[src/rtl/mmio_timer_if.sv]
// Data-port bus between the core and the timer: address, store data/strobe in,
// select flag and zero-latency read data out.
interface mmio_timer_if;
    logic [31:0] addr;
    logic [31:0] write_data;
    logic        write_en;
    logic        sel;
    logic [31:0] read_data;

    modport master (output addr, output write_data, output write_en,
                    input  sel,  input  read_data);
    modport slave  (input  addr, input  write_data, input  write_en,
                    output sel,  output read_data);
endinterface

[src/rtl/mmio_timer.sv]
// Memory-mapped prescaled 32-bit timer with compare/auto-reload, overflow flag
// and level interrupt; decodes a 32-byte window on the core's data-memory bus.
module mmio_timer #(
    parameter logic [31:0] BASE_ADDR = 32'hFFFF_0000
) (
    input  logic         clk,
    input  logic         reset,
    mmio_timer_if.slave  bus,
    output logic         irq
);

    localparam logic [2:0]  OFF_CTRL     = 3'd0;
    localparam logic [2:0]  OFF_PRESCALE = 3'd1;
    localparam logic [2:0]  OFF_COUNT    = 3'd2;
    localparam logic [2:0]  OFF_COMPARE  = 3'd3;
    localparam logic [2:0]  OFF_STATUS   = 3'd4;
    localparam logic [31:0] ALL_ONES     = 32'hFFFF_FFFF;

    logic        en, reload, irq_en, match, ovf;
    logic [15:0] prescale, pcnt;
    logic [31:0] count, compare, rdata;
    logic        hit, wr, tick, cmp_eq, at_max, match_set, ovf_set;
    logic        wr_ctrl, wr_prescale, wr_count, wr_compare, wr_status;
    logic [2:0]  off;

    assign hit         = (bus.addr[31:5] == BASE_ADDR[31:5]);
    assign off         = bus.addr[4:2];
    assign wr          = bus.write_en & hit;
    assign wr_ctrl     = wr && (off == OFF_CTRL);
    assign wr_prescale = wr && (off == OFF_PRESCALE);
    assign wr_count    = wr && (off == OFF_COUNT);
    assign wr_compare  = wr && (off == OFF_COMPARE);
    assign wr_status   = wr && (off == OFF_STATUS);

    // A PRESCALE write restarts the prescaler and suppresses that cycle's tick.
    assign tick      = en && (pcnt == prescale) && !wr_prescale;
    assign cmp_eq    = (count == compare);
    assign at_max    = (count == ALL_ONES);
    assign match_set = tick & cmp_eq;
    assign ovf_set   = tick & at_max & ~(cmp_eq & reload);

    always_ff @(posedge clk or posedge reset) begin
        if (reset) begin
            en       <= 1'b0;
            reload   <= 1'b0;
            irq_en   <= 1'b0;
            prescale <= '0;
            pcnt     <= '0;
            count    <= '0;
            compare  <= ALL_ONES;
            match    <= 1'b0;
            ovf      <= 1'b0;
        end else begin
            if (wr_ctrl)
                {irq_en, reload, en} <= bus.write_data[2:0];

            if (wr_prescale) begin
                prescale <= bus.write_data[15:0];
                pcnt     <= '0;
            end else if (en) begin
                pcnt <= (pcnt == prescale) ? 16'd0 : pcnt + 16'd1;
            end

            if (wr_compare)
                compare <= bus.write_data;

            // Software write beats the tick's increment; flags still see the old count.
            if (wr_count)
                count <= bus.write_data;
            else if (tick)
                count <= (cmp_eq && reload) ? 32'd0 : count + 32'd1;

            match <= match_set | (match & ~(wr_status & bus.write_data[0]));
            ovf   <= ovf_set   | (ovf   & ~(wr_status & bus.write_data[1]));
        end
    end

    always_comb begin
        rdata = '0;
        if (hit) begin
            case (off)
                OFF_CTRL:     rdata = {29'd0, irq_en, reload, en};
                OFF_PRESCALE: rdata = {16'd0, prescale};
                OFF_COUNT:    rdata = count;
                OFF_COMPARE:  rdata = compare;
                OFF_STATUS:   rdata = {30'd0, ovf, match};
                default:      rdata = '0;
            endcase
        end
    end

    assign bus.sel       = hit;
    assign bus.read_data = rdata;
    assign irq           = irq_en & match;

endmodule
[src/flat_wrapper.sv]
// flat-port wrapper written by rule: the top's interface ports become plain ports
module mmio_timer_flat 
#(
    parameter logic [31:0] BASE_ADDR = 32'hFFFF_0000
)
  (clk, reset, irq, bus_addr, bus_write_data, bus_write_en, bus_sel, bus_read_data);
  mmio_timer_if bus_i ();
  input  logic clk;
  input  logic reset;
  output logic irq;
  input wire logic [$bits(bus_i.addr)-1:0] bus_addr;
  input wire logic [$bits(bus_i.write_data)-1:0] bus_write_data;
  input wire logic [$bits(bus_i.write_en)-1:0] bus_write_en;
  output wire logic [$bits(bus_i.sel)-1:0] bus_sel;
  output wire logic [$bits(bus_i.read_data)-1:0] bus_read_data;
  assign bus_i.addr = bus_addr;
  assign bus_i.write_data = bus_write_data;
  assign bus_i.write_en = bus_write_en;
  assign bus_sel = bus_i.sel;
  assign bus_read_data = bus_i.read_data;
  mmio_timer #(.BASE_ADDR(BASE_ADDR)) u_core (.clk(clk), .reset(reset), .bus(bus_i), .irq(irq));
endmodule
[config.mk]
export PLATFORM = sky130hd
export DESIGN_NAME = mmio_timer_flat
export DESIGN_NICKNAME = d
export VERILOG_FILES = /design/src/rtl/mmio_timer_if.sv /design/src/rtl/mmio_timer.sv /design/src/flat_wrapper.sv
export SDC_FILE = /design/constraint.sdc
export NUM_CORES = 1
export LEC_CHECK = 0
export ABC_AREA = 1
export CORE_ASPECT_RATIO = 2
export CORE_MARGIN = 1.5
export CORE_UTILIZATION = 56
export CTS_CLUSTER_SIZE = 20
export DETAILED_ROUTE_END_ITERATION = 8
export GPL_ROUTABILITY_DRIVEN = 0
export PLACE_DENSITY = 0.94
export SYNTH_ARGS = -nofsm -noshare
export SYNTH_HDL_FRONTEND = slang
export SYNTH_SLANG_ARGS = --single-unit
[constraint.sdc]
create_clock -name clk -period 4.15 [get_ports clk]
set_input_delay 0.6225 -clock clk [delete_from_list [all_inputs] [get_ports clk]]
set_output_delay 0.6225 -clock clk [all_outputs]
set_load 0.05 [all_outputs]
==> results.json, run 1 <==
{
  "cp.arrival_ns": 2.99,
  "nets": 1187,
  "cts_tree": "built",
  "syn-num-nets": 1122,
  "dpl.hpwl_um": 16060,
  "firstDrtPassIters": 7,
  "cts.sink_count": 101,
  "crit_path_end_kind": "output port",
  "cp_slowest_stage_delay_ns": 0.48,
  "antenna_left": 0,
  "synth_cell_types": 38,
  "required_ns": 3.53,
  "final-seq-area_mm2": 0.002567,
  "ys.flop_type": "dfrtp_1",
  "grt_max_degree": 48,
  "fp.dieH_um": 162.8,
  "crit_buf_inv": 3,
  "synth_top_area_frac": 0.2416,
  "wl_met2_um": 11770,
  "ys_seq_elements": 101,
  "post-place-ws_ns": 0.5661,
  "cts.path.max_buffers": 2,
  "highest_layer": "met4",
  "ys_seq_area_frac": 0.3592,
  "detail_route.wl_per_cell_um": 17.45,
  "grt_pass1_wl_um": 35540,
  "drive_gt1_frac": 0.1175,
  "crit_path_frequent_cell": "nor2_1",
  "worstSetupPathType": "in -> out",
  "status": "completed",
  "postSynthAreaPerCell_um2": 6.788,
  "cts_root_buf": "clkbuf_16",
  "fp.dieW_um": 82.89,
  "setup_tns_ns": 0,
  "async_flop_share": 1.000,
  "via_per_inst": 5.975,
  "cts_max_level": 3,
  "wl_um": 22210,
  "critPathMaxFanout": 26,
  "fin_area_mm2": 0.008620,
  "cts_buffers": 9,
  "totalPowerFinal_mw": 1.927,
  "path_cells": "clkdlybuf4s50_1 -> nand2_1 -> nor2_1 -> nand3_1 -> nor2_2 -> and2_1 -> o21ai_2 -> buf_4 -> nor2_1 -> buf_12",
  "final.min_clock_period_ns": 3.614,
  "cp-start-kind": "input port",
  "diodes": 0,
  "dieArea_mm2": 0.01349,
  "cp_slowest_cell": "clkdlybuf4s50_1",
  "grt_pass1_vias": 7428,
  "finalClockSkew_ns": 0.008501,
  "setup_ws_ns": 0.5361,
  "syn-cell-area_mm2": 0.007148,
  "drv_cap": 0,
  "synth_common_cells": "nand2_1, inv_1, nor2_1",
  "post-route-period-util": 0.8708,
  "synth_area_leaders": "dfrtp_1, nand2_1, dfstp_2",
  "setup_viol": 0,
  "synth_edf_count": 0,
  "fillers": 949,
  "wl_met1_um": 7270,
  "hold_viol_final": 0,
  "report.final.slew_viol_count": 0,
  "area_growth_pct": 20.58,
  "cts_setup_buffers": 0,
  "worstSkewPairLatency_ns": 0.35,
  "cts.repair.resized": 0,
  "core.rowCount": 58,
  "multi_input_area_mm2": 0.003807,
  "rsz0062_at_grt": "false",
  "leakagePower_nw": 3.790,
  "cp_top_family": "simple AND/OR/NAND/NOR gates",
  "io-pin-count": 101,
  "yosysMostFrequentCell": "nand2_1",
  "synth_top_cell_by_area": "dfrtp_1",
  "slew_headroom": 0.1818,
  "netlist_instances": 1053,
  "peakVddDrop_mv": 0.2808,
  "fmax_mhz": 276.7,
  "start_util": 0.5727,
  "postPlaceCellArea_mm2": 0.008342,
  "wl_met3_um": 1630,
  "power.density_mw_per_mm2": 223.6,
  "gr-total-overflow": 0,
  "num_vias": 7606,
  "worst_slew_pin_slew_ns": 1.227,
  "core_area_mm2": 0.01248,
  "track_usage": 0.3321,
  "antenna_found_initial": 0,
  "port_buffers": 98,
  "yosys_warnings": 0,
  "detail_route.iter0.violations": 882,
  "clk_pin_slew_ns": 0.07,
  "hp-class": "reg -> reg",
  "route.detailed.drc": 0,
  "hold_buffers": 0
}
-- cells in the final DEF (no fill, tap or decap), drive strengths merged --
cell	count
xor2	25
buf	45
nor3	14
dfstp	32
nand4	47
a22oi	17
o32ai	1
and2	4
clkbuf	11
o21ai	50
nor4	1
nor2	113
dfrtp	69
a41oi	2
and3	2
clkinvlp	1
clkdlybuf4s50	66
nand2	327
clkinv	4
ha	2
nand3	89
a21oi	8
inv	134
a221oi	2
mux2	18
a31oi	12
nand3b	1
xnor2	26
-- through the flow --
| stage | utilization | hold WS (ns) | std cells |
|---|---|---|---|
| 3_5_place_dp | 0.6683 | 0.4925 | 1257 |
| 4_1_cts | 0.6906 | 0.5036 | 1273 |
| 5_1_grt | 0.6906 | 0.5284 | 1273 |
| 3_3_place_gp | 0.6683 | 0.4796 | 1257 |
| 2_1_floorplan | - | 0.4677 | 1053 |
| 6_report | 0.6906 | 0.5030 | 1273 |
-- path summary, 6_finish.rpt --
path | from | to | slack [ns] | cells after the start
setup / recovery | bus_addr[18] | bus_read_data[21] | 0.54 | 10
hold / removal | u_core.compare[6]$_DFFE_PP1P_ | u_core.compare[6]$_DFFE_PP1P_ | 0.50 | 2
setup reg to reg | u_core.count[12]$_DFFE_PP0P_ | u_core.count[13]$_DFFE_PP0P_ | 1.48 | 9
hold reg to reg | u_core.compare[6]$_DFFE_PP1P_ | u_core.compare[6]$_DFFE_PP1P_ | 0.50 | 2
max in group asynchronous | reset | u_core.compare[12]$_DFFE_PP1P_ | 2.55 | 3
min in group asynchronous | reset | u_core.prescale[3]$_DFFE_PP0N_ | 0.69 | 2
-- kinds of logic (layout without fill, tap and decap cells) --
kind of cell / count (synthesis) / count (layout) / share of synthesized area
AOI/OAI and AO/OA: 92 / 92 / 0.07509
xor gates and xnor gates: 51 / 51 / 0.06249
DFF: 101 / 101 / 0.3592
buffers and inverters: 191 / 261 / 0.1087
adders and majority gates: 2 / 2 / 0.003500
and+or+nand+nor: 598 / 598 / 0.3627
muxes: 18 / 18 / 0.02836
-- per-layer routing --
metal  vias to the layer above  GRT usage
li1                       3490          -
met4                         0     0.2402
met3                       130    0.05119
met5                         -          0
met2                       461     0.5990
met1                      3525     0.3455
-- worst register-to-register path, delay by kind of cell (launching register included) --
family | cells | cell delay (ns)
buf+inv | 1 | 0.42
simple gates | 7 | 1.19
xor+xnor | 1 | 0.47
flops | 1 | 0.47
-- flip-flops by register name, indices dropped and copies added, names as in the netlist --
register / flops
u_core.reload: 1
u_core.ovf: 1
u_core.match: 1
u_core.compare: 32
u_core.pcnt: 16
u_core.count: 32
u_core.prescale: 16
u_core.en: 1
u_core.irq_en: 1
-- report_power, final --
part	total, mW	switching (mW)	internal, mW
Combinational	0.131	0.0672	0.0638
Sequential	0.985	0.0000000615	0.985
Clock	0.811	0.386	0.425
-- area by class of cell --
class,count,area share
multi-input combinational,761,0.4417
sequential,101,0.2979
timing repair buffer,111,0.1478
inverter,134,0.05864
clock buffer,11,0.02816
tap,150,0.02177
clock inverter,5,0.004064
(Power assumes the default switching activity.)
==> inputs of run 2 (changes only) <==
Clock period 4.15 ns to 3.5 ns, I/O delays scaled along.
==> results.json, run 2 (synthesis results as in run 1) <==
{
  "totalPowerFinal_mw": 2.481,
  "cp-start-kind": "input port",
  "rr_worst_depth": 9,
  "fin_cells": 1276,
  "critPathMaxFanout": 18,
  "cts_tree": "built",
  "report.final.slew_viol_count": 0,
  "slew_headroom": 0.4476,
  "fin_util": 0.7109,
  "setup_viol": 0,
  "post-route-period-util": 0.9309,
  "grt_max_degree": 66,
  "detail_route.iter0.violations": 847,
  "hp-class": "reg -> reg",
  "diodes": 0,
  "drive_gt1_frac": 0.1181,
  "via_per_inst": 6.029,
  "status": "completed",
  "final.min_clock_period_ns": 3.258,
  "cts_root_buf": "clkbuf_16",
  "ff2ff_setup_slack_ns": 0.86,
  "cts_setup_buffers": 0,
  "area_growth_pct": 24.14,
  "fp.dieW_um": 82.89,
  "required_ns": 2.97,
  "core.rowCount": 58,
  "fmax_mhz": 306.9,
  "timing.rr.end": "u_core.count[11]$_DFFE_PP0P_",
  "fillers": 899,
  "cp_slowest_cell": "clkdlybuf4s50_1",
  "crit_path_frequent_cell": "buf_12",
  "start_util": 0.5727,
  "whs_endpoint": "u_core.compare[9]$_DFFE_PP1P_",
  "worstSetupPathType": "in -> out",
  "wl_um": 22920,
  "hold_buffers": 0,
  "cts.sink_count": 101,
  "hold_depth": 2,
  "crit_path_end_kind": "output port",
  "dieArea_mm2": 0.01349,
  "gr-total-overflow": 0,
  "power.density_mw_per_mm2": 279.5,
  "cts_buffers": 9,
  "setup_ws_ns": 0.2420,
  "detail_route.wl_per_cell_um": 17.96,
  "antenna_found_initial": 0,
  "reg_top3": "u_core.compare (32), u_core.count (32)",
  "post-place-ws_ns": 0.2906,
  "io-pin-count": 101,
  "final_common_cell": "nand2_1",
  "track_usage": 0.3422,
  "worst_slew_pin_slew_ns": 0.8235,
  "port_buffers": 98,
  "min-delay-start": "u_core.compare[9]$_DFFE_PP1P_",
  "num_vias": 7693,
  "firstDrtPassIters": 6,
  "core_area_mm2": 0.01248,
  "peakVddDrop_mv": 0.2455,
  "fp.dieH_um": 162.8,
  "finalClockSkew_ns": 0.007976,
  "cts.repair.resized": 0,
  "path_cells": "clkdlybuf4s50_1 -> nand2_1 -> nor2_1 -> nand3_1 -> nor2_2 -> and2_1 -> o21ai_2 -> buf_12 -> a41oi_1 -> buf_4 -> buf_12",
  "setup_tns_ns": 0,
  "cts.path.max_buffers": 2,
  "grt_pass1_vias": 7619,
  "dpl.hpwl_um": 16390,
  "drv_cap": 0,
  "dp_cells": 1260,
  "leakagePower_nw": 3.871,
  "route.detailed.drc": 0,
  "cp_slowest_stage_delay_ns": 0.49,
  "rsz0062_at_grt": "false",
  "worstSkewPairLatency_ns": 0.35,
  "grt_pass1_wl_um": 36320,
  "layout_common_cells": "nand2_1, inv_1, nor2_1",
  "r2r-start": "u_core.count[18]$_DFFE_PP0P_",
  "nets": 1190,
  "hold_viol_final": 0,
  "cp.arrival_ns": 2.73,
  "antenna_left": 0,
  "cts_max_level": 3,
  "clk_pin_slew_ns": 0.07
}
run 2: worst max-delay path by stage:
| stage | from | end | slack (ns) | depth (start not counted) |
|---|---|---|---|---|
| after floorplan | bus_addr[18] | bus_read_data[14] | 0.30 | 8 |
| after global placement | bus_addr[18] | bus_read_data[1] | 0.36 | 11 |
| after detailed placement | bus_addr[18] | bus_read_data[1] | 0.29 | 11 |
| after CTS | bus_addr[18] | bus_read_data[1] | 0.28 | 11 |
| after global routing | bus_addr[18] | bus_read_data[1] | 0.20 | 11 |
| final | bus_addr[18] | bus_read_data[1] | 0.24 | 11 |
run 2: through the flow:
| stage | cell area (µm²) | hold slack [ns] |
|---|---|---|
| final | 8874 | 0.5150 |
| after global routing | 8874 | 0.5321 |
| after CTS | 8874 | 0.5171 |
| after detailed placement | 8539 | 0.5024 |
| after global placement | 8539 | 0.4782 |
| after floorplan | 7148 | 0.4677 |
run 2: where the power goes:
part / switching (mW) / leakage (nW) / internal, mW
Clock: 0.451 / 0.157 / 0.701
Combinational: 0.0826 / 2.42 / 0.0782
Sequential: 0.0000000771 / 1.29 / 1.17
run 2: per-layer routing:
layer  global-route usage  up-vias  wire [µm]  share of wire
met4               0.2871        0       2054          0.090
met2               0.6086      489      12040           0.53
met3              0.05981      165       1772          0.077
li1                     -     3502          -              -
met1               0.3418     3537       7052           0.31
met5                    0        -          0              0
run 2: area by class of cell:
| cell class | instances | area [µm²] | share of cell area |
|---|---|---|---|
| Inverter | 134 | 505.5 | 0.05697 |
| Tap cell | 150 | 187.7 | 0.02115 |
| Timing Repair Buffer | 114 | 1471 | 0.1658 |
| Sequential cell | 101 | 2567 | 0.2893 |
| Clock inverter | 4 | 97.59 | 0.01100 |
| Clock buffer | 12 | 236.5 | 0.02665 |
| Multi-Input combinational cell | 761 | 3807 | 0.4291 |
run 2: critical path: cells and delay by family:
kind	cells	cell delay [ns]
AOI/OAI and AO/OA	2	0.50
buffers and inverters	4	1.03
and+or+nand+nor	5	0.68
==> inputs of run 3 (changes only) <==
--- a/config.mk
+++ b/config.mk
@@ -8,2 +8,3 @@
 export ABC_AREA = 1
+export ABC_CLOCK_PERIOD_IN_PS = 3500
 export CORE_ASPECT_RATIO = 2
--- a/constraint.sdc
+++ b/constraint.sdc
@@ -3,2 +3,2 @@
 set_output_delay 0.525 -clock clk [all_outputs]
-set_load 0.05 [all_outputs]
+set_load 0.1 [all_outputs]
==> results.json, run 3 (synthesis results as in run 1) <==
{
  "cts.repair.resized": 0,
  "core_area_mm2": 0.01248,
  "cp_slowest_cell": "clkdlybuf4s50_1",
  "totalPowerFinal_mw": 2.375,
  "fmax_mhz": 319.2,
  "report.final.slew_viol_count": 0,
  "finalClockSkew_ns": 0.01284,
  "cts_max_level": 3,
  "critPathMaxFanout": 13,
  "peakVddDrop_mv": 0.3064,
  "diodes": 0,
  "port_buffers": 98,
  "final.min_clock_period_ns": 3.133,
  "hold_depth": 2,
  "drive_gt1_frac": 0.1493,
  "via_per_inst": 6.219,
  "cts_buffers": 9,
  "area_growth_pct": 27.66,
  "hp-class": "reg -> reg",
  "wl_met3_um": 1906,
  "reg_top3": "u_core.compare (32), u_core.count (32)",
  "leakagePower_nw": 3.863,
  "crit_path_end_kind": "output port",
  "cp_top_family": "buffers and inverters",
  "highest_layer": "met4",
  "rsz0062_at_grt": "false",
  "dieArea_mm2": 0.01349,
  "hold_buffers": 0,
  "wl_met1_um": 7369,
  "worst_slew_pin_slew_ns": 0.9961,
  "dpl.hpwl_um": 17300,
  "fp.dieH_um": 162.8,
  "cts_setup_buffers": 0,
  "status": "completed",
  "path_cells": "clkdlybuf4s50_1 -> nand2_1 -> nor2_1 -> nand3_1 -> nor2_2 -> and2_2 -> o21ai_4 -> buf_12 -> a31oi_4 -> buf_12",
  "detail_route.wl_per_cell_um": 19.00,
  "firstDrtPassIters": 9,
  "route.detailed.drc": 0,
  "core.rowCount": 58,
  "wl_met2_um": 12940,
  "power.density_mw_per_mm2": 260.2,
  "postPlaceCellArea_mm2": 0.008822,
  "required_ns": 2.97,
  "cts_root_buf": "clkbuf_16",
  "worstSkewPairLatency_ns": 0.36,
  "hold_ws_ns": 0.5029,
  "rr_worst_depth": 11,
  "cts_tree": "built",
  "grt_pass1_vias": 7867,
  "nets": 1189,
  "cts.path.max_buffers": 2,
  "worstSetupPathType": "in -> out",
  "post-route-period-util": 0.8950,
  "fin_area_mm2": 0.009125,
  "grt_pass1_wl_um": 38560,
  "setup_viol": 0,
  "gr-total-overflow": 0,
  "final_common_cell": "nand2_1",
  "post-place-ws_ns": 0.3816,
  "num_vias": 7929,
  "wl_um": 24230,
  "cp.arrival_ns": 2.61,
  "antenna_left": 0,
  "io-pin-count": 101,
  "layout_common_cells": "nand2_1, inv_1, nor2_1",
  "cp-start-kind": "input port",
  "setup_tns_ns": 0,
  "slew_headroom": 0.3339,
  "cts.sink_count": 101,
  "fp.dieW_um": 82.89,
  "grt_max_degree": 55,
  "track_usage": 0.3629,
  "clk_pin_slew_ns": 0.07,
  "cp_slowest_stage_delay_ns": 0.47,
  "setup_ws_ns": 0.3675,
  "crit_buf_inv": 3,
  "crit_path_frequent_cell": "buf_12",
  "crit_cells": 10,
  "start_util": 0.5727,
  "antenna_found_initial": 0,
  "detail_route.iter0.violations": 1018,
  "drv_cap": 0,
  "hold_viol_final": 0
}
[run 3: cell types whose count changed in the layout (fill, tap and decap cells not counted), moves of 2 or more]
cell,previous run,this run
a41oi_1,2,0
nor2_1,107,90
nor2_2,5,15
a31oi_1,12,0
clkbuf_1,3,1
a41oi_2,0,2
nor2_4,1,8
bufinv_16,3,1
a31oi_4,0,12
[run 3: cell type report]
| type | instances | area (µm²) |
|---|---|---|
| multi-input combinational | 761 | 4100 |
| fill | 852 | 3357 |
| sequential | 101 | 2567 |
| timing repair buffer | 113 | 1461 |
| inverter | 134 | 505.5 |
| clock buffer | 11 | 242.7 |
| tap | 150 | 187.7 |
| clock inverter | 5 | 60.06 |
[run 3: final timing paths]
path                                                from                        endpoint  slack [ns]
setup / recovery                            bus_addr[18]                bus_read_data[8]        0.37
min in group asynchronous                          reset  u_core.prescale[4]$_DFFE_PP0N_        0.65
hold / removal             u_core.compare[0]$_DFFE_PP1P_   u_core.compare[0]$_DFFE_PP1P_        0.50
hold reg to reg            u_core.compare[0]$_DFFE_PP1P_   u_core.compare[0]$_DFFE_PP1P_        0.50
max in group asynchronous                          reset  u_core.compare[18]$_DFFE_PP1P_        2.09
setup reg to reg            u_core.count[15]$_DFFE_PP0P_    u_core.count[15]$_DFFE_PP0P_        0.63
[run 3: metrics by stage]
stage / instances / utilization
after CTS: 1275 / 0.7311
final: 1275 / 0.7311
after detailed placement: 1259 / 0.7068
after global placement: 1259 / 0.7068
after global routing: 1275 / 0.7311
after floorplan: 1053 / -
[run 3: worst reg2reg max path: cells and delay by family (launching register included)]
kind | cells | cell delay [ns]
and+or+nand+nor | 9 | 1.71
buffers and inverters | 2 | 0.54
DFF | 1 | 0.50
[run 3: where the power goes]
group	leakage [nW]	switching, mW	internal [mW]	total (mW)
clock	0.146	0.468	0.578	1.05
combinational	2.42	0.0822	0.0780	0.160
sequential	1.29	0.0000000755	1.17	1.17
total	3.86	0.551	1.82	2.37
[run 3: metal layers]
layer  up-vias  GRT usage
met4         0     0.2591
li1       3493          -
met1      3657     0.3554
met2       579     0.6733
met5         -          0
met3       200    0.06690
